<file path="config.mk">
export PLATFORM = sky130hd
export DESIGN_NAME = load_store_unit
export DESIGN_NICKNAME = d
export VERILOG_FILES = /design/src/rtl/load_store_unit.sv
export SDC_FILE = /design/constraint.sdc
export NUM_CORES = 1
export LEC_CHECK = 0
export ABC_AREA = 1
export CAP_MARGIN = 20
export CORE_AREA = 3 3 94 119
export CTS_CLUSTER_SIZE = 30
export DETAILED_ROUTE_END_ITERATION = 7
export DIE_AREA = 0 0 97 122
export HOLD_SLACK_MARGIN = 0.03
export PLACE_DENSITY_LB_ADDON = 0.08
export REMOVE_ABC_BUFFERS = 1
export SKIP_CTS_REPAIR_TIMING = 1
export SLEW_MARGIN = 20
export SYNTH_ARGS = -nofsm -noshare
export SYNTH_HDL_FRONTEND = slang
export SYNTH_SLANG_ARGS = --single-unit
</file>
<file path="constraint.sdc">
create_clock -name clk -period 4 [get_ports clk]
set_input_delay 0.8 -clock clk [delete_from_list [all_inputs] [get_ports clk]]
set_output_delay 0.8 -clock clk [all_outputs]
set_load 0.03 [all_outputs]
</file>
<file path="src/rtl/load_store_unit.sv">
// rtl/load_store_unit.sv - memory-stage load/store unit with byte-lane steering and stall control
//
// Ports:
//   clk, reset        clock (rising edge), synchronous active-high reset
//   mem_read/write    load/store request from EX/MEM (store wins if both set)
//   addr              byte address
//   wr_data           unaligned store data
//   func3             access size/sign: 000 B, 001 H, 010 W, 100 BU, 101 HU
//   lsu_stall         hold upstream pipeline registers
//   ld_data           aligned, extended load result (valid in DONE, held otherwise)
//   misalign          illegal/misaligned access seen in IDLE; no memory op issued
//   bus_err           one-cycle pulse after a memory timeout
//   m_req..m_wdata    registered request to the data RAM, stable while BUSY
//   m_ack, m_rdata    RAM completion and read word (same cycle)
module load_store_unit #(
  parameter int DATA_W     = 32,
  parameter int DM_ADDRESS = 9,
  parameter int MAX_WAIT   = 16
) (
  input  logic                  clk,
  input  logic                  reset,
  input  logic                  mem_read,
  input  logic                  mem_write,
  input  logic [DM_ADDRESS-1:0] addr,
  input  logic [DATA_W-1:0]     wr_data,
  input  logic [2:0]            func3,
  output logic                  lsu_stall,
  output logic [DATA_W-1:0]     ld_data,
  output logic                  misalign,
  output logic                  bus_err,
  output logic                  m_req,
  output logic                  m_we,
  output logic [DM_ADDRESS-3:0] m_addr,
  output logic [3:0]            m_be,
  output logic [DATA_W-1:0]     m_wdata,
  input  logic                  m_ack,
  input  logic [DATA_W-1:0]     m_rdata
);

  localparam logic [1:0] IDLE = 2'd0;
  localparam logic [1:0] BUSY = 2'd1;
  localparam logic [1:0] DONE = 2'd2;

  localparam int CNT_W = $clog2(MAX_WAIT) + 1;

  logic [1:0]       state;
  logic [CNT_W-1:0] wait_cnt;
  logic [2:0]       f3_q;
  logic [1:0]       off_q;

  logic             access;
  logic             illegal;
  logic             start;
  logic [3:0]       be_next;
  logic [31:0]      wdata_next;
  logic [31:0]      shifted;
  logic [15:0]      half_sel;
  logic [31:0]      load_val;

  assign access  = mem_read | mem_write;
  assign illegal = (func3[1:0] == 2'b11)
                 | ((func3[1:0] == 2'b01) & addr[0])
                 | ((func3[1:0] == 2'b10) & (addr[1:0] != 2'b00))
                 | (mem_write & func3[2]);
  assign start     = (state == IDLE) & access & ~illegal;
  assign misalign  = (state == IDLE) & access & illegal;
  assign lsu_stall = start | (state == BUSY);

  // Store lane steering; loads always present a full-word enable.
  always_comb begin
    be_next    = 4'b1111;
    wdata_next = wr_data;
    if (mem_write) begin
      case (func3[1:0])
        2'b00: begin
          be_next    = 4'b0001 << addr[1:0];
          wdata_next = {4{wr_data[7:0]}};
        end
        2'b01: begin
          be_next    = 4'b0011 << addr[1:0];
          wdata_next = {2{wr_data[15:0]}};
        end
        default: begin
          be_next    = 4'b1111;
          wdata_next = wr_data;
        end
      endcase
    end
  end

  // Load lane select uses the offset/size captured at issue, not the live inputs.
  assign shifted  = m_rdata >> {off_q, 3'b000};
  assign half_sel = off_q[1] ? m_rdata[31:16] : m_rdata[15:0];

  always_comb begin
    load_val = m_rdata;
    case (f3_q)
      3'b000:  load_val = {{24{shifted[7]}}, shifted[7:0]};
      3'b100:  load_val = {24'd0, shifted[7:0]};
      3'b001:  load_val = {{16{half_sel[15]}}, half_sel};
      3'b101:  load_val = {16'd0, half_sel};
      default: load_val = m_rdata;
    endcase
  end

  always_ff @(posedge clk) begin
    if (reset) begin
      state    <= IDLE;
      wait_cnt <= '0;
      f3_q     <= 3'd0;
      off_q    <= 2'd0;
      m_req    <= 1'b0;
      m_we     <= 1'b0;
      m_addr   <= '0;
      m_be     <= 4'd0;
      m_wdata  <= '0;
      ld_data  <= '0;
      bus_err  <= 1'b0;
    end else begin
      case (state)
        IDLE: begin
          if (start) begin
            m_we     <= mem_write;
            m_addr   <= addr[DM_ADDRESS-1:2];
            m_be     <= be_next;
            m_wdata  <= wdata_next;
            f3_q     <= func3;
            off_q    <= addr[1:0];
            m_req    <= 1'b1;
            wait_cnt <= '0;
            state    <= BUSY;
          end
        end
        BUSY: begin
          wait_cnt <= wait_cnt + 1'b1;
          if (m_ack) begin
            m_req <= 1'b0;
            if (!m_we) ld_data <= load_val;
            state <= DONE;
          end else if (wait_cnt == CNT_W'(MAX_WAIT - 1)) begin
            m_req   <= 1'b0;
            ld_data <= '0;
            bus_err <= 1'b1;
            state   <= DONE;
          end
        end
        DONE: begin
          // Inputs are ignored here so the still-present access cannot re-trigger.
          bus_err <= 1'b0;
          state   <= IDLE;
        end
        default: state <= IDLE;
      endcase
    end
  end

endmodule
</file>
; Word-level counts from Yosys, hierarchy flattened
; Cells that the tools add are included.
[op_classes]
add_sub_neg = 1
n_eq_ne = 14
shift = 3
mux = 22
n_bitwise = 12
n_reduce_logical = 13
[ops]
columns = cell, n
row1 = $mux W32, 4
row2 = $pmux W32 S4, 1
row3 = $pmux W32 S2, 1
row4 = $shr A32 B5 Y8, 1
row5 = $mux W16, 1
row6 = $pmux W5 S2, 1
row7 = $reduce_and A3 Y1, 3
row8 = $pmux W4 S2, 1
row9 = $reduce_bool A2 Y1, 4
row10 = $and A1 B1 Y1, 6
row11 = $eq A2 B2 Y1 const B, 3
row12 = $eq A3 B3 Y1 const B, 2
row13 = $mux W2, 3
row14 = $ne A2 B2 Y1 const B, 3
row15 = $reduce_and A2 Y1, 3
row16 = $add A5 B1 Y5 const B, 1
row17 = $eq A5 B4 Y1 const B, 1
row18 = $mux W1, 5
row19 = $mux W5, 1
row20 = $or A1 B1 Y1, 5
row21 = $eq A2 B1 Y1 const B, 2
row22 = $logic_not A2 Y1, 2
row23 = $mux W4, 1
row24 = $pmux W1 S2, 2
row25 = 8 further kinds, 8
[word_totals]
regBits = 90
in_bits = 81
output_inout_bits = 80
wordCells = 76

; Depth between registers and ports, before layout
; Gate-level depths: netlist of the first run.
[logic_depth]
ltp_word = 9
depth_mapped = 11
mapped_depth_nobuf = 9

; Worst setup path before layout of the first run
; Ideal clock, no wire load.
[synth_path]
kind = in2out
from = input port mem_write
to = output port lsu_stall
arrival_ns = 1.653
required_time_ns = 3.200
path_slack_ns = 1.547
stages = 6
path_buffers = 2
cell_sequence = buf_4 > nor2_1 > nor2_1 > nand3_2 > buf_4 > nand2_1
[synth_via]
elab_chain_cells = 5
elab_cells_between_ends = 7
cone_classes = 7 x bitwise
[synth_rtl]
columns = element, line
row1 = start: declaration, 23  ; input logic mem_write,
row2 = $and A1 B1 Y1, 64  ; | (mem_write & func3[2]);
row3 = $or A1 B1 Y1, 64
row4 = $not A1 Y1, 65  ; assign start = (state == IDLE) & access & ~illegal;
row5 = $and A1 B1 Y1 *, 65
row6 = $or A1 B1 Y1 *, 67  ; assign lsu_stall = start | (state == BUSY);
row7 = end: declaration, 27  ; output logic lsu_stall,
; Every way passes the cells marked *; elsewhere a longest branch is shown, timed or not.

; Final worst setup path of the first run
[layout_path]
from = input port func3[1]
to = output port misalign
[layout_via]
elab_chain_cells = 6
elab_cells_between_ends = 9
cone_classes = 3 x eq/ne / 6 x bitwise
[layout_rtl]
columns = element, line
row1 = start: declaration, 26  ; input logic [2:0] func3,
row2 = $eq A2 B1 Y1, 62  ; | ((func3[1:0] == 2'b01) & addr[0])
row3 = $and A1 B1 Y1, 62
row4 = $or A1 B1 Y1, 62
row5 = $or A1 B1 Y1 *, 63  ; | ((func3[1:0] == 2'b10) & (addr[1:0] != 2'b00))
row6 = $or A1 B1 Y1 *, 64
row7 = $and A1 B1 Y1 *, 66  ; assign misalign = (state == IDLE) & access & illegal;
row8 = end: declaration, 29  ; output logic misalign,
; Marked as above.

==> flow_metrics.tcl, run 1 <==
set metrics [dict create \
    status "finished, final reports clean" \
    cp_common_cell "nand2_1" \
    async_flop_share_pct 0 \
    final-max-slew-violation-count 0 \
    setup_viol 0 \
    die_w_um 97 \
    synth_top_area_share_pct 39.7 \
    wl_mm 13.6 \
    crit_cells 9 \
    cp_slowest_cell "clkdlybuf4s50_1" \
    gp_congestion 0.930 \
    ys_warn_count 0 \
    drive_gt1_share_pct 4.94 \
    startpoint_type "input pin" \
    synth.most_common_cell "nand2_1" \
    ir_drop_uv 185 \
    fp-row-count 41 \
    min_path_type "reg -> reg" \
    cts_tree "done" \
    grt_usage_pct 23.0 \
    fmax_ghz 0.300 \
    nNetsFinal 928 \
    start_util_pct 44.9 \
    synthCells 706 \
    holdPathStages 2 \
    worstSetupPathType "in -> out" \
    final_util_pct 63.8 \
    root_buffer "clkbuf_16" \
    ys_seq_area_share_pct 39.7 \
    numPortBuffers 160 \
    crit_chain "clkdlybuf4s50_1 > inv_4 > nand3_2 > nand2_1 > inv_2 > nand2_1 > nand2_1 > inv_1 > clkdlybuf4s50_1" \
    avgRoutedWirePerCell_um 13.9 \
    synth_top_flop_cell "dfxtp_1" \
    cap_violations 0 \
    core_area_um2 10100 \
    drtIter0Drc 236 \
    grt-ovfl-total 0 \
    fin_cells 979 \
    clk_latency_ns 0.34 \
    die-area_um2 11800 \
    finalHoldViolCount 0 \
    h-tree-depth 3 \
    crit_fanout 10 \
    reg2regPathDepth 6 \
    worstSetupEndpointType "primary output" \
    ant_nets 0 \
    antenna_found_initial 0 \
    clk_pin_slew_ns 0.06 \
    cts_num_sinks 90 \
    n_antenna_cell 0 \
    synth.cell_area_um2 4540 \
    cp_num_buf_inv 5 \
    ys_ff_latch 90 \
    syn_to_final_growth_pct 42.1 \
    placed_area_um2 6120 \
    grt_max_degree 72 \
    dp_hpwl_mm 9.92 \
    drc_errors 0 \
    clock_skew_ns 0.00483 \
    fill_cells 946 \
    min_period_over_period_pct 83.5 \
    crit_family "buffers and inverters" \
    grt_pass1_wl_mm 22.5 \
    yosys.area.top_type "dfxtp_1" \
    routed-via-count 4956 \
    syn_area_per_cell_um2 6.43 \
    fin_setup_tns_ns 0 \
    ys_types 25 \
    worstMarginPinSlew_ns 0.976 \
    ios 161 \
    synth_commonest_cells "nand2_1, a21oi_1, dfxtp_1" \
    clk_path_buf_depth 2 \
    place_inst 963 \
    p_per_area_nw_per_um2 386 \
    numCtsBuffers 9 \
    required_ns 3.20 \
    grt_pass1_vias 4860 \
    max_stage_delay_ns 0.66 \
    worstPathArrival_ns 2.54 \
    viasPerCell 5.06 \
    timing.slew.headroom_pct 34.8 \
    ys_top_cells_by_area "dfxtp_1, nand2_1, a21oi_1, nand3_1, nor2_1" \
    leakage_nw 2.69 \
    final_area_um2 6440 \
    synth-edff-count 0 \
    rsz0062_at_grt "no" \
    dieHeight_um 122 \
    min_period_ns 3.34 \
    firstDrtPassIters 5 \
]
-- report_power, final --
group	switching [mW]	internal, mW	total, mW
registers	0.0365	0.946	0.983
logic	0.347	0.237	0.584
clock network	0.367	0.553	0.920
total	0.751	1.74	2.49
-- logic make-up after synthesis --
family | Yosys count | share of synthesized area [%]
AND/OR/NAND/NOR | 385 | 34.6
AO/OA/AOI/OAI | 143 | 16.2
flip-flops | 90 | 39.7
buffers and inverters | 86 | 8.99
adder cells (fa/ha/maj) | 2 | 0.551
-- sequential cells by signal, summed over array words and instances, names as in the netlist --
register / cells
bus_err: 1
f3_q: 3
ld_data: 32
m_addr: 7
m_be: 4
m_req: 1
m_wdata: 32
m_we: 1
off_q: 2
state: 2
wait_cnt: 5
-- tightest hold or removal path: stages (launching register included) --
cell     delay, ns
dfxtp_1       0.31
nand2_1       0.06
a21oi_1       0.05
-- area by class of cell --
class / count / area, µm² / area share (%)
inverter: 46 / 175 / 2.72
clock buffer: 9 / 225 / 3.49
tap: 129 / 161 / 2.50
multi-input combinational: 530 / 2330 / 36.1
clock inverter: 7 / 100 / 1.55
timing repair buffer: 168 / 1650 / 25.7
sequential: 90 / 1800 / 28.0
-- through the flow --
step	total power, mW	hold slack (ns)	worst slack [ns]
6_report	2.49	0.463	0.662
5_1_grt	2.61	0.483	0.582
4_1_cts	2.52	0.466	0.672
3_5_place_dp	1.59	0.456	0.672
3_3_place_gp	1.58	0.452	0.707
2_1_floorplan	1.31	0.454	1.02
-- metal layers --
metal	wire length, µm	GRT usage, %
met1	5330	25.3
met2	6910	41.5
met3	1100	7.16
met4	270	8.78
met5	0	0
-- worst paths after layout --
path / start / endpoint / slack (ns)
max: func3[1] / misalign / 0.66
min: m_wdata[20]$_SDFFE_PP0P_ / m_wdata[20]$_SDFFE_PP0P_ / 0.46
max reg2reg: f3_q[1]$_SDFFE_PP0P_ / ld_data[27]$_SDFFE_PP0P_ / 1.92
min reg2reg: m_wdata[20]$_SDFFE_PP0P_ / m_wdata[20]$_SDFFE_PP0P_ / 0.46
-- cell usage in the layout (no fill, tap or decap), drive strengths merged --
cell | Yosys | layout
buf | 24 | 10
inv | 46 | 48
and2 | 6 | 6
clkinv | 0 | 3
o21ai | 31 | 31
o22ai | 2 | 2
nand2 | 285 | 285
nand3 | 44 | 44
dfxtp | 90 | 90
a31oi | 7 | 7
bufinv | 0 | 2
o211ai | 1 | 1
nor2 | 47 | 47
clkdlybuf4s50 | 0 | 158
clkbuf | 16 | 9
ha | 2 | 2
a21oi | 102 | 102
nor3 | 3 | 3
Power figures use the tool's default switching activity.
==> run 2: changes to the inputs <==
- clock period: 4 -> 3.4 ns (I/O delays scaled with it)
==> run 2 against run 1 <==
Net effect: cell count is 0.10% higher; total power grew 13%; combinational power grew 18%; cell area decreased by 0.50%; sequential share of layout area up 0.14 points; count of clock-buffer cells in the layout rose by 1; register-to-register slack got worse by 0.60 ns; flip-flop and latch count did not move; highest routed layer unchanged.
==> flow_metrics.tcl, run 2 (synthesis gave the netlist of run 1 again) <==
set metrics [dict create \
    status "finished, final reports clean" \
    ir_drop_uv 219 \
    finalHoldViolCount 0 \
    die-area_um2 11800 \
    viasPerCell 5.14 \
    drtIter0Drc 263 \
    routed-via-count 5042 \
    grt-ovfl-total 0 \
    leakage_nw 2.67 \
    fin_setup_tns_ns 0 \
    required_ns 2.72 \
    p_sw_mw 0.885 \
    rsz0062_at_grt "no" \
    crit_chain "clkdlybuf4s50_1 > buf_4 > nand2_1 > nand3_2 > nand2_1 > buf_4" \
    cts_num_sinks 90 \
    holdWs_ns 0.463 \
    cap_violations 0 \
    start_util_pct 44.9 \
    p_clk_share_pct 34.1 \
    ant_nets 0 \
    avgRoutedWirePerCell_um 14.0 \
    wl_mm 13.8 \
    setup_ws_ns 0.676 \
    numPortBuffers 160 \
    clk_pin_slew_ns 0.06 \
    final_cell_mix "nand2_1, clkdlybuf4s50_1, a21oi_1" \
    placed_area_um2 6120 \
    clock_skew_ns 0.0103 \
    clk_path_buf_depth 2 \
    fp-row-count 41 \
    setup_viol 0 \
    min_path_type "reg -> reg" \
    p_sw_share_pct 31.6 \
    dp_slack_ns 0.677 \
    cp_slowest_cell "clkdlybuf4s50_1" \
    place_inst 964 \
    root_buffer "clkbuf_16" \
    min_period_ns 2.72 \
    p_int_mw 1.91 \
    syn_to_final_growth_pct 41.3 \
    final_area_um2 6410 \
    cts_tree "done" \
    n_antenna_cell 0 \
    holdPathStages 2 \
    worstMarginPinSlew_ns 0.835 \
    h-tree-depth 3 \
    timing.slew.headroom_pct 44.2 \
    drc_errors 0 \
    worstSetupEndpointType "primary output" \
    nNetsFinal 929 \
    p_per_area_nw_per_um2 437 \
    worstSetupPathType "in -> out" \
    ios 161 \
    final-max-slew-violation-count 0 \
    numCtsBuffers 9 \
    antenna_found_initial 0 \
    grt_pass1_vias 4790 \
    worstPathArrival_ns 2.04 \
    min_period_over_period_pct 80.1 \
    core_area_um2 10100 \
    power_frac_seq_pct 41.4 \
    reg2regPathDepth 6 \
    fmax_ghz 0.367 \
    startpoint_type "input pin" \
    crit_fanout 18 \
    gp_congestion 0.931 \
    fin_cells 980 \
    max_stage_delay_ns 0.54 \
    dieHeight_um 122 \
    final_common_cell "nand2_1" \
    grt_usage_pct 22.8 \
    die_w_um 97 \
    drive_gt1_share_pct 5.17 \
    firstDrtPassIters 5 \
    grt_max_degree 72 \
    fill_cells 925 \
    reg.largest.list "ld_data (32), m_wdata (32), m_addr (7)" \
    dp_hpwl_mm 10.0 \
    clk_latency_ns 0.34 \
    grt_pass1_wl_mm 22.3 \
    pwr-share-comb_pct 24.6 \
]
-- run 2: power by group through the flow --
stage | Clock [mW] | Combinational [mW] | Sequential (mW)
2_1_floorplan | 0 | 0.270 | 1.27
4_1_cts | 0.979 | 0.691 | 1.16
6_report | 0.953 | 0.688 | 1.16
3_3_place_gp | 0 | 0.679 | 1.18
5_1_grt | 1.01 | 0.752 | 1.16
3_5_place_dp | 0 | 0.687 | 1.18
-- run 2: critical path, delay by kind of cell --
| family | cells | cell delay [ns] |
|---|---|---|
| buf+inv | 3 | 0.98 |
| simple gates | 3 | 0.38 |
-- run 2: per-layer routing --
layer,vias up,part of all wire (%),global-route usage [%]
li1,2535,-,-
met1,2271,38,25.1
met2,218,50,41.1
met3,18,9.3,7.62
met4,0,1.9,8.08
met5,-,0,0
-- run 2: final cells by class --
type                       instances  area, µm²  share of cell area, %
clock inverter                     6       48.8                  0.761
timing repair buffer             169       1660                   25.9
clock buffer                      10        239                   3.73
sequential                        90       1800                   28.1
multi-input combinational        530       2330                   36.3
inverter                          46        175                   2.73
tap                              129        161                   2.52
-- run 2: path summary, 6_finish.rpt --
path | start | endpoint | slack (ns)
hold reg to reg | ld_data[30]$_SDFFE_PP0P_ | ld_data[30]$_SDFFE_PP0P_ | 0.46
setup / recovery | func3[1] | lsu_stall | 0.68
hold / removal | ld_data[30]$_SDFFE_PP0P_ | ld_data[30]$_SDFFE_PP0P_ | 0.46
setup reg to reg | f3_q[1]$_SDFFE_PP0P_ | ld_data[31]$_SDFFE_PP0P_ | 1.32
-- run 2: per-stage QoR --
step	utilization [%]	power [mW]
finish	63.5	2.80
floorplan	-	1.54
global placement	60.6	1.86
global route	63.5	2.93
CTS	63.5	2.83
detailed placement	60.6	1.87
==> run 3: changes to the inputs <==
- clock period: 3.4 -> 2.6 ns (I/O delays scaled with it)
==> run 3 against run 2 <==
Net effect: critical endpoint unchanged; non-clock buffer count rose by 5; clock skew down 0.0039 ns; first-iteration DRC count up 14%; core utilization up 0.64 points; global-route usage up 0.56 points; cell count up 0.51%.
==> flow_metrics.tcl, run 3 (synthesis gave the netlist of run 1 again) <==
set metrics [dict create \
    final_cell_mix "nand2_1, clkdlybuf4s50_1, a21oi_1" \
    grt_max_degree 72 \
    leakage_nw 2.69 \
    placed_area_um2 6170 \
    timing.slew.headroom_pct 47.6 \
    die-area_um2 11800 \
    clk_path_buf_depth 2 \
    worstPathArrival_ns 1.87 \
    nNetsFinal 934 \
    final_common_cell "nand2_1" \
    h-tree-depth 3 \
    grt_usage_pct 23.4 \
    crit_path_end "lsu_stall" \
    fmax_ghz 0.418 \
    power_frac_seq_pct 40.2 \
    grt_pass1_vias 4867 \
    reg2regPathDepth 9 \
    fin_cells 985 \
    fin_setup_tns_ns 0 \
    finalHoldViolCount 0 \
    ant_nets 0 \
    drc_errors 0 \
    cts_num_sinks 90 \
    required_ns 2.08 \
    firstDrtPassIters 6 \
    p_sw_share_pct 31.0 \
    cap_violations 0 \
    clk_pin_slew_ns 0.07 \
    numCtsBuffers 9 \
    crit_fanout 18 \
    rsz0062_at_grt "no" \
    n_antenna_cell 0 \
    fp-row-count 41 \
    p_per_area_nw_per_um2 577 \
    p_int_mw 2.58 \
    startpoint "func3[1]" \
    die_w_um 97 \
    clock_skew_ns 0.00634 \
    dp_hpwl_mm 9.92 \
    min_path_type "reg -> reg" \
    root_buffer "clkbuf_16" \
    final_area_um2 6480 \
    status "finished, final reports clean" \
    dp_slack_ns 0.212 \
    worst_r2r_endpoint "ld_data[22]$_SDFFE_PP0P_" \
    drive_gt1_share_pct 5.72 \
    cts_tree "done" \
    drtIter0Drc 299 \
    grt_pass1_wl_mm 22.8 \
    pwr-share-comb_pct 24.7 \
    startpoint_type "input pin" \
    reg2reg_slack_ns 0.69 \
    setup_viol 0 \
    clk_latency_ns 0.34 \
    ios 161 \
    holdWs_ns 0.464 \
    r2r_start "wait_cnt[0]$_SDFFE_PP0P_" \
    antenna_found_initial 0 \
    worstSetupPathType "in -> out" \
    start_util_pct 44.9 \
    ir_drop_uv 318 \
    min_period_ns 2.39 \
    final_util_pct 64.1 \
    worstSetupEndpointType "primary output" \
    dieHeight_um 122 \
    p_total_mw 3.74 \
    place_inst 969 \
    p_clk_share_pct 35.1 \
    min_period_over_period_pct 92.0 \
    routed-via-count 5046 \
    setup_ws_ns 0.207 \
    final-max-slew-violation-count 0 \
    viasPerCell 5.12 \
    syn_to_final_growth_pct 42.8 \
    core_area_um2 10100 \
    numPortBuffers 160 \
    worstMarginPinSlew_ns 0.786 \
    p_sw_mw 1.16 \
    fill_cells 944 \
    wl_mm 13.8 \
    grt-ovfl-total 0 \
    avgRoutedWirePerCell_um 14.0 \
    gp_congestion 0.938 \
    reg.largest.list "ld_data (32), m_wdata (32), m_addr (7)" \
]
run 3: changes by cell type in the layout (fill, tap and decap cells not counted), sizes merged:
| cell | before | now |
|---|---|---|
| clkbuf | 10 | 9 |
| buf | 12 | 17 |
| clkinvlp | 2 | 4 |
| clkinv | 2 | 0 |
| bufinv | 0 | 1 |
run 3: cell type report:
| cell class | instances | area, µm² | area share, % |
|---|---|---|---|
| Clock buffer | 9 | 225 | 3.48 |
| Inverter | 46 | 175 | 2.70 |
| Multi-Input combinational cell | 530 | 2330 | 35.9 |
| Clock inverter | 7 | 77.6 | 1.20 |
| Sequential cell | 90 | 1800 | 27.8 |
| Timing Repair Buffer | 174 | 1710 | 26.4 |
| Tap cell | 129 | 161 | 2.49 |
run 3: how the worst min path moves through the flow:
stage	depth (start not counted)	slack [ns]	startpoint	endpoint
3_3_place_gp	2	0.45	ld_data[14]$_SDFFE_PP0P_	ld_data[14]$_SDFFE_PP0P_
5_1_grt	2	0.48	ld_data[9]$_SDFFE_PP0P_	ld_data[9]$_SDFFE_PP0P_
4_1_cts	2	0.46	ld_data[26]$_SDFFE_PP0P_	ld_data[26]$_SDFFE_PP0P_
6_report	2	0.46	m_wdata[4]$_SDFFE_PP0P_	m_wdata[4]$_SDFFE_PP0P_
3_5_place_dp	2	0.45	ld_data[26]$_SDFFE_PP0P_	ld_data[26]$_SDFFE_PP0P_
2_1_floorplan	2	0.45	wait_cnt[3]$_SDFFE_PP0P_	wait_cnt[3]$_SDFFE_PP0P_
run 3: worst max-delay path, stage by stage:
cell             delay (ns)
clkdlybuf4s50_1        0.52
buf_4                  0.25
nand2_1                0.11
nand3_2                0.12
nand2_1                0.14
buf_4                  0.20
run 3: power groups by stage:
| stage | Combinational, mW | Sequential, mW | Clock, mW |
|---|---|---|---|
| global placement | 0.912 | 1.53 | 0 |
| finish | 0.924 | 1.50 | 1.31 |
| detailed placement | 0.923 | 1.53 | 0 |
| global route | 1.02 | 1.51 | 1.40 |
| CTS | 0.928 | 1.50 | 1.34 |
| floorplan | 0.353 | 1.66 | 0 |
run 3: routing by layer:
metal / routed length, µm / track usage, %
met4: 345 / 9.13
met5: 0 / 0
met2: 6920 / 42.1
met1: 5480 / 25.8
met3: 1070 / 7.22
